<file path="src/rtl/perceptron_layer_seq.sv">
// perceptron_layer_seq: run-time programmable layer of binary-input perceptrons.
// All N_OUT neurons accumulate in parallel, one input bit per cycle, and the
// thresholded result is returned on a valid/ready port.
module perceptron_layer_seq #(
    parameter int N_IN    = 8,
    parameter int N_OUT   = 8,
    parameter int W_WIDTH = 8,
    parameter int ACC_W   = W_WIDTH + $clog2(N_IN)
) (
    input  logic                     clk,
    input  logic                     rst_n,
    input  logic                     in_valid,
    output logic                     in_ready,
    input  logic [N_IN-1:0]          in_bits,
    output logic                     out_valid,
    input  logic                     out_ready,
    output logic [N_OUT-1:0]         out_bits,
    input  logic                     cfg_we,
    input  logic                     cfg_is_thr,
    input  logic [$clog2(N_OUT)-1:0] cfg_neuron,
    input  logic [$clog2(N_IN)-1:0]  cfg_input,
    input  logic [ACC_W-1:0]         cfg_data,
    output logic                     cfg_err
);
    localparam int IDX_W = $clog2(N_IN);
    localparam logic [IDX_W-1:0] IDX_LAST = IDX_W'(N_IN - 1);

    typedef enum logic [1:0] {
        IDLE,
        ACCUM,
        DONE
    } state_t;

    state_t state, state_nxt;

    logic [W_WIDTH-1:0] w       [N_OUT][N_IN];
    logic [ACC_W-1:0]   thr     [N_OUT];
    logic [ACC_W-1:0]   acc     [N_OUT];
    logic [ACC_W-1:0]   acc_sum [N_OUT];
    logic [N_IN-1:0]    in_bits_q;
    logic [IDX_W-1:0]   idx;
    logic [31:0]        cfg_neuron_ext;
    logic [31:0]        cfg_input_ext;
    logic               cfg_in_range;
    logic               cfg_accept;
    logic               in_fire;

    // Next-state logic and handshake outputs
    always_comb begin
        state_nxt = state;
        in_ready  = 1'b0;
        out_valid = 1'b0;
        unique case (state)
            IDLE: begin
                in_ready = 1'b1;
                if (in_valid) state_nxt = ACCUM;
            end
            ACCUM: begin
                if (idx == IDX_LAST) state_nxt = DONE;
            end
            DONE: begin
                out_valid = 1'b1;
                if (out_ready) state_nxt = IDLE;
            end
            default: state_nxt = IDLE;
        endcase
    end

    // Configuration write decode: range check is independent of state
    always_comb begin
        cfg_neuron_ext = 32'(cfg_neuron);
        cfg_input_ext  = 32'(cfg_input);
        cfg_in_range   = (cfg_neuron_ext < N_OUT) &&
                         (cfg_is_thr || (cfg_input_ext < N_IN));
        cfg_accept     = cfg_we && cfg_in_range && (state == IDLE);
        in_fire        = in_valid && in_ready;
    end

    // Per-neuron running sum including the current input's contribution
    always_comb begin
        for (int unsigned j = 0; j < N_OUT; j++) begin
            acc_sum[j] = acc[j] + (in_bits_q[idx] ? ACC_W'(w[j][idx]) : '0);
        end
    end

    // FSM state register
    always_ff @(posedge clk or negedge rst_n) begin
        if (!rst_n) state <= IDLE;
        else        state <= state_nxt;
    end

    // Vector capture, serial accumulation and result register
    always_ff @(posedge clk or negedge rst_n) begin
        if (!rst_n) begin
            in_bits_q <= '0;
            idx       <= '0;
            out_bits  <= '0;
            for (int unsigned j = 0; j < N_OUT; j++) acc[j] <= '0;
        end else begin
            unique case (state)
                IDLE: begin
                    if (in_fire) begin
                        in_bits_q <= in_bits;
                        idx       <= '0;
                        for (int unsigned j = 0; j < N_OUT; j++) acc[j] <= '0;
                    end
                end
                ACCUM: begin
                    for (int unsigned j = 0; j < N_OUT; j++) acc[j] <= acc_sum[j];
                    if (idx == IDX_LAST) begin
                        for (int unsigned j = 0; j < N_OUT; j++) begin
                            out_bits[j] <= (acc_sum[j] >= thr[j]);
                        end
                    end else begin
                        idx <= idx + 1'b1;
                    end
                end
                default: ;
            endcase
        end
    end

    // Weight and threshold storage, writable only while idle
    always_ff @(posedge clk or negedge rst_n) begin
        if (!rst_n) begin
            for (int unsigned j = 0; j < N_OUT; j++) begin
                thr[j] <= '0;
                for (int unsigned i = 0; i < N_IN; i++) w[j][i] <= '0;
            end
        end else if (cfg_accept) begin
            for (int unsigned j = 0; j < N_OUT; j++) begin
                if (cfg_neuron_ext == j) begin
                    if (cfg_is_thr) begin
                        thr[j] <= cfg_data;
                    end else begin
                        for (int unsigned i = 0; i < N_IN; i++) begin
                            if (cfg_input_ext == i) w[j][i] <= cfg_data[W_WIDTH-1:0];
                        end
                    end
                end
            end
        end
    end

    // One-cycle error pulse for any dropped configuration write
    always_ff @(posedge clk or negedge rst_n) begin
        if (!rst_n) cfg_err <= 1'b0;
        else        cfg_err <= cfg_we && !(cfg_in_range && (state == IDLE));
    end

endmodule
</file>
<file path="config.mk">
export PLATFORM = sky130hd
export DESIGN_NAME = perceptron_layer_seq
export DESIGN_NICKNAME = d
export VERILOG_FILES = /design/src/rtl/perceptron_layer_seq.sv
export SDC_FILE = /design/constraint.sdc
export NUM_CORES = 1
export LEC_CHECK = 0
export ABC_AREA = 1
export CAP_MARGIN = 10
export CORE_ASPECT_RATIO = 1.75
export CORE_UTILIZATION = 60
export DETAILED_ROUTE_END_ITERATION = 16
export PLACE_DENSITY = 0.8
export SKIP_CTS_REPAIR_TIMING = 1
export SLEW_MARGIN = 20
export SYNTH_ARGS = -nofsm -noshare
export SYNTH_HDL_FRONTEND = slang
export SYNTH_SLANG_ARGS = --single-unit
</file>
<file path="constraint.sdc">
create_clock -name clk -period 8.5 [get_ports clk]
set_clock_uncertainty 0.05 [all_clocks]
set_input_delay 1.7 -clock clk [delete_from_list [all_inputs] [get_ports clk]]
set_output_delay 1.7 -clock clk [all_outputs]
set_load 0.01 [all_outputs]
</file>
Word-level counts from Yosys, hierarchy flattened
Index checks and enable logic that the tools add are counted.

Register bits after elaboration: 710. Bits of input ports: 31. Output and inout bits: 11. Word-level logic and storage cells: 258.

$add $sub $neg: 9. Magnitude comparators: 10. Equality and inequality tests: 22. Mux-type cells: 45. Bitwise logic cells: 2. Reduce and logical (&&, ||, !) cells: 85.

Operator list (count): AND reduction 4 bit (64); binary-select mux 8 bit (select 3 bit) (8); 2-to-1 mux 8 bit (24); case mux 88 bit (2 select lines) (1); adder 11 x 8 -> 11 bit (8); >= comparator 11 bit (8); 2-to-1 mux 88 bit (1); zero test 32 bit (2); AND reduction 3 bit (10); equality test 3 bit, second input constant (9); equality test 3 x 2 -> 1 bit, second input constant (4); != test 2 bit, second input constant (5); equality test 3 x 1 -> 1 bit, second input constant (2); 2-to-1 mux 2 bit (3); 2-to-1 mux 3 bit (2); case mux 2 bit (3 select lines) (1); case mux 3 bit (2 select lines) (1); AND reduction 2 bit (3); >= comparator 4 bit, second input constant (1); < comparator 3 x 4 -> 1 bit, second input constant (1); inverter 3 -> 4 bit (1); adder 3 x 1 -> 3 bit, second input constant (1); binary-select mux 1 bit (select 3 bit) (1); logical AND 1 bit (3); other kinds (7) (9).

Depth between registers and ports, before layout
Depth in word-level cells: 7. Depth in mapped cells: 30. Mapped depth without buffers: 26.

Least setup slack after synthesis
Ideal clock, no wire load.

Path kind: reg2reg. From: reg idx[0]. To: reg out_bits[0]. Library setup time: 117 ps. Arrival time: 3365 ps. Required time: 8333 ps. Setup slack: 4968 ps. Cell stages (with the launch flop): 29. Path buffers: 4. Period minus slack after synthesis: 3532 ps. Cells stage by stage: dfrtp_1 -> buf_2 -> buf_2 -> buf_2 -> nor2_1 -> o22ai_1 -> nand2_1 -> nand2_1 -> buf_2 -> nand2_1 -> inv_1 -> ha_1 -> fa_1 -> nand2_1 -> inv_1 -> nand2_1 -> nand2_1 -> nand2_1 -> nand2_1 -> nand2_1 -> nand2_1 -> nand2_1 -> inv_1 -> ha_1 -> a21o_1 -> nor2_1 -> nand4_1 -> nand2_1 -> nand2_1.

Cells in the longest elaborated chain, start to end: 7. Elaborated cells on any way between the ends: 11. Those cells by class: 1 x add/sub; 1 x order compare; 1 x eq/ne; 6 x mux; 1 x bitwise; 1 x reduce/logical.

RTL lines: start: declaration (line 41) `logic [IDX_W-1:0] idx;`; start signal: assignment (line 115) `idx <= idx + 1'b1;`; inverter 3 -> 4 bit (implied by the code) (line 82) `acc_sum[j] = acc[j] + (in_bits_q[idx] ? ACC_W'(w[j][idx]) : '0);`; binary-select mux 8 bit (select 3 bit) (line 82); 2-to-1 mux 8 bit (implied by the code) (2 in a row) (line 82); 2-to-1 mux 8 bit (line 82); adder 11 x 8 -> 11 bit (line 82); >= comparator 11 bit (line 112) `out_bits[j] <= (acc_sum[j] >= thr[j]);`; end signal: indexed assignment (line 112); end: declaration (line 17) `output logic [N_OUT-1:0] out_bits,`.

Several ways; a longest one is shown, not always the timed one. The select of a mux whose other input is x is not followed. A chain may end at the register's enable or synchronous reset.

Worst setup path in the final report
From: reg idx[1]. To: reg out_bits[6].

The elaborated chain is that of the path after synthesis.

==> flow_summary.html <==
<table>
<tr><th>Metric</th><th>Value</th></tr>
<tr><th colspan="2">CTS</th></tr>
<tr><td>Clk Tree Root Cell</td><td>sky130_fd_sc_hd__clkbuf_16</td></tr>
<tr><td>CTS clk-pin slew, worst paths</td><td>60 ps</td></tr>
<tr><td>CTS Buffer Depth</td><td>3</td></tr>
<tr><td>Clock buffer count from CTS</td><td>66</td></tr>
<tr><td>Clock tree from TritonCTS</td><td>done</td></tr>
<tr><td>Clock latency reported for the late side of the worst-skew pair</td><td>630 ps</td></tr>
<tr><td>H-tree depth reported by CTS</td><td>3</td></tr>
<tr><td>Sink count of the clock tree</td><td>710</td></tr>
<tr><th colspan="2">Cells and area</th></tr>
<tr><td>Layout area overhead</td><td>7.838%</td></tr>
<tr><td>Commonest cells after routing, fill and taps aside</td><td>sky130_fd_sc_hd__nand2_1 (1504), sky130_fd_sc_hd__o21ai_0 (859), sky130_fd_sc_hd__dfrtp_1 (707)</td></tr>
<tr><td>Count of inserted antenna diode cells</td><td>0</td></tr>
<tr><td>Post-Route Utilization</td><td>65.64%</td></tr>
<tr><td>Layout cell share with drive strength beyond 1</td><td>3.896%</td></tr>
<tr><td>Leading cell type in the layout, fill and taps excluded</td><td>sky130_fd_sc_hd__nand2_1</td></tr>
<tr><td>Final Instance Count excl. Fillers</td><td>5458</td></tr>
<tr><td>Fill count</td><td>5103</td></tr>
<tr><td>Layout net count</td><td>4821</td></tr>
<tr><th colspan="2">Worst setup path</th></tr>
<tr><td>Critical Path Start Type</td><td>register</td></tr>
<tr><td>Number of cells traversed by the worst register-to-register path</td><td>22</td></tr>
<tr><td>End of the worst register-to-register path</td><td>out_bits[6]</td></tr>
<tr><td>CP max FO</td><td>81</td></tr>
<tr><td>Arrival time at the worst endpoint</td><td>5840 ps</td></tr>
<tr><td>Required @ worst endpoint</td><td>9000 ps</td></tr>
<tr><td>Crit path kind</td><td>reg -&gt; reg</td></tr>
<tr><td>Source of the worst register-to-register timing path</td><td>idx[1]</td></tr>
<tr><td>Worst setup slack for register-to-register paths</td><td>3160 ps</td></tr>
<tr><td>Type of element capturing the critical path</td><td>register</td></tr>
<tr><th colspan="2">STA</th></tr>
<tr><td>Peak Freq</td><td>0.1872 GHz</td></tr>
<tr><td>Portion of the clock cycle consumed by the worst path in the final layout</td><td>62.84%</td></tr>
<tr><td>Final Max Slew Viols</td><td>0</td></tr>
<tr><td>Setup-violating endpoint count in the final report</td><td>0</td></tr>
<tr><td>Final Critical Period</td><td>5341 ps</td></tr>
<tr><td>Setup tns final</td><td>0 ps</td></tr>
<tr><td>RSZ-0062 raised after global routing</td><td>false</td></tr>
<tr><td>Hold Slack</td><td>430.3 ps</td></tr>
<tr><td>Final Hold Fails</td><td>0</td></tr>
<tr><td>Worst Tran Pin Value</td><td>1279 ps</td></tr>
<tr><td>Worst slew slack as a fraction of its limit</td><td>14.43%</td></tr>
<tr><th colspan="2">Place</th></tr>
<tr><td>Detailed placement HPWL</td><td>62530 µm</td></tr>
<tr><td>Final RePlAce weighted congestion</td><td>0.9269</td></tr>
<tr><td>Placed Cells incl. Taps</td><td>5346</td></tr>
<tr><td>Number of buffers added on ports</td><td>41</td></tr>
<tr><th colspan="2">Logic synthesis</th></tr>
<tr><td>Post-synthesis instance area</td><td>36790 µm²</td></tr>
<tr><td>Synthesized instance count</td><td>4746</td></tr>
<tr><td>Syn Nets</td><td>4939</td></tr>
<tr><td>Total of flip-flops plus latches after synthesis</td><td>710</td></tr>
<tr><td>Cell accounting for the most synthesized area</td><td>sky130_fd_sc_hd__dfrtp_1</td></tr>
<tr><td>Netlist cell types</td><td>32</td></tr>
<tr><td>Area share of the largest cell type after synthesis</td><td>48.29%</td></tr>
<tr><td>Most instantiated flip-flop cell in the synthesis netlist</td><td>sky130_fd_sc_hd__dfrtp_1</td></tr>
<tr><td>Seq/Total Area, Yosys</td><td>48.29%</td></tr>
<tr><td>Largest cells by area after synthesis</td><td>sky130_fd_sc_hd__dfrtp_1 (48%), sky130_fd_sc_hd__nand2_1 (15%), sky130_fd_sc_hd__o21ai_0 (12%), sky130_fd_sc_hd__ha_1 (5.2%), sky130_fd_sc_hd__nor2_1 (4.1%)</td></tr>
<tr><td>Number of warnings reported in the yosys synthesis log</td><td>0</td></tr>
<tr><td>Count of flip-flops with a built-in enable after synthesis</td><td>0</td></tr>
<tr><td>Post-synthesis async set-or-reset flop share</td><td>100.0%</td></tr>
<tr><td>Synth Area per Inst</td><td>7.753 µm²</td></tr>
<tr><th colspan="2">Floorplan</th></tr>
<tr><td>Number of placement rows</td><td>119</td></tr>
<tr><td>Vertical extent of the die</td><td>329.6 µm</td></tr>
<tr><td>Starting density of the core</td><td>60.87%</td></tr>
<tr><td>Floorplan die width</td><td>189.2 µm</td></tr>
<tr><td>Core area</td><td>60450 µm²</td></tr>
<tr><td>I/O pin count</td><td>42</td></tr>
<tr><td>Area of the die</td><td>62360 µm²</td></tr>
<tr><th colspan="2">Detailed routing</th></tr>
<tr><td>Remaining DRCs</td><td>0</td></tr>
<tr><td>Vias per cell</td><td>5.846</td></tr>
<tr><td>Sum of routed wire length over all layers</td><td>98010 µm</td></tr>
<tr><td>Post-detailed-route count of antenna-violating nets</td><td>0</td></tr>
<tr><td>Routed vias</td><td>31910</td></tr>
<tr><td>Drt first-iter violations</td><td>2806</td></tr>
<tr><td>Drt pass-1 iters</td><td>9</td></tr>
<tr><td>Post-DR wirelength/cell</td><td>17.96 µm</td></tr>
<tr><th colspan="2">Global route</th></tr>
<tr><td>Via count of the first global-routing pass</td><td>30860</td></tr>
<tr><td>Largest net degree at the start of global routing</td><td>167</td></tr>
<tr><td>Grt ovf</td><td>0</td></tr>
<tr><td>Wire length of the first global-routing pass</td><td>159100 µm</td></tr>
<tr><td>Overall global routing resource usage</td><td>32.23%</td></tr>
<tr><td>Antenna violations before repair</td><td>0</td></tr>
<tr><th colspan="2">Status</th></tr>
<tr><td>Status</td><td>finished, final reports clean</td></tr>
<tr><th colspan="2">Power</th></tr>
<tr><td>Static leakage power</td><td>20.13 nW</td></tr>
<tr><td>Largest voltage drop on the vdd net</td><td>271.5 µV</td></tr>
<tr><td>Power after layout</td><td>13.29 mW</td></tr>
<tr><td>Power per Cell Area</td><td>335.0 nW/µm²</td></tr>
<tr><th colspan="2">Hold path</th></tr>
<tr><td>Hold EP</td><td>w[112]</td></tr>
<tr><td>Hold Path Origin</td><td>w[112]</td></tr>
<tr><td>Worst Hold Depth</td><td>2</td></tr>
<tr><td>Class of the tightest hold or removal check</td><td>reg -&gt; reg</td></tr>
<tr><th colspan="2">Flow run</th></tr>
<tr><td>MaxCap Viol Count</td><td>0</td></tr>
</table>
## flip-flops by register name, summed over array words and instances (netlist names)
register and count:
w 512, state 2, out_bits 8, cfg_err 1, acc 88, in_bits_q 8, idx 3, thr 88
## cell families after synthesis
family	share of synthesized area (%)
AND/OR/NAND/NOR	23.29
AO/OA/AOI/OAI	15.62
flip-flops	48.29
buffers and inverters	6.410
adder cells (fa/ha/maj)	5.672
XOR/XNOR	0.7141
## power by group
group,internal (mW),leakage [nW],switching (mW),total (mW)
registers,3.97,9.48,0.399,4.37
clock network,1.70,1.06,1.32,3.02
logic,2.02,9.59,3.88,5.90
## cell usage after synthesis (38+ instances only)
master                     count
sky130_fd_sc_hd__dfrtp_1     710
sky130_fd_sc_hd__inv_1       324
sky130_fd_sc_hd__clkbuf_1    185
sky130_fd_sc_hd__nand2_1    1505
sky130_fd_sc_hd__nor2_1      405
sky130_fd_sc_hd__buf_2        71
sky130_fd_sc_hd__a21oi_1      49
sky130_fd_sc_hd__ha_1        154
sky130_fd_sc_hd__o21ai_0     859
sky130_fd_sc_hd__o22ai_1     130
sky130_fd_sc_hd__nand3_1     129
sky130_fd_sc_hd__nand4_1      38
## worst max-delay path: stages, from the launching register on
cell,delay (ps)
sky130_fd_sc_hd__dfrtp_4,840
sky130_fd_sc_hd__clkinv_2,800
sky130_fd_sc_hd__buf_4,630
sky130_fd_sc_hd__o21ai_0,210
sky130_fd_sc_hd__o22ai_1,110
sky130_fd_sc_hd__nand2_1,70
sky130_fd_sc_hd__nand2_1,130
sky130_fd_sc_hd__nand2_1,100
sky130_fd_sc_hd__inv_1,50
sky130_fd_sc_hd__ha_1,350
sky130_fd_sc_hd__nand2_1,110
sky130_fd_sc_hd__nor2_1,240
sky130_fd_sc_hd__nand3_1,230
sky130_fd_sc_hd__nand3_1,140
sky130_fd_sc_hd__nand2_1,70
sky130_fd_sc_hd__and2_1,160
sky130_fd_sc_hd__ha_1,280
sky130_fd_sc_hd__nand2_1,90
sky130_fd_sc_hd__nor2_1,170
sky130_fd_sc_hd__nand3_1,100
sky130_fd_sc_hd__nand4_1,90
sky130_fd_sc_hd__nand2_1,50
sky130_fd_sc_hd__nand2_1,50
## cell type report
class,count,area [µm²],area share (%)
clock buffer,89,1869,4.711
clock inverter,23,299.0,0.7537
inverter,336,1271,3.204
multi-input combinational,3432,16710,42.10
sequential,710,17780,44.80
tap,786,983.4,2.479
timing repair buffer,82,773.2,1.949
## per-layer routing
layer | vias up | track usage, % | share of wire [%] | wire, µm
met5 | - | 0 | 0 | 0
met4 | 0 | 17.92 | 5.5 | 5381
met3 | 311 | 4.262 | 6.4 | 6243
met2 | 1250 | 54.47 | 48 | 47490
met1 | 15170 | 39.97 | 40 | 38900
li1 | 15180 | - | - | -
## how the worst max path moves through the flow
stage | startpoint | to | slack (ps)
final | idx[1] | out_bits[6] | 3160
after global routing | idx[1] | out_bits[2] | 2800
after CTS | idx[1] | out_bits[2] | 3320
after detailed placement | idx[1] | out_bits[2] | 3310
after global placement | idx[1] | out_bits[6] | 3440
after floorplan | idx[0] | out_bits[0] | 4970
## through the flow
step / setup slack (ps) / instance area (µm²)
5_1_grt: 2796 / 39680
3_5_place_dp: 3309 / 37510
6_report: 3159 / 39680
3_3_place_gp: 3437 / 37510
2_1_floorplan: 4968 / 36790
4_1_cts: 3323 / 39670
Power figures use the tool's default switching activity.
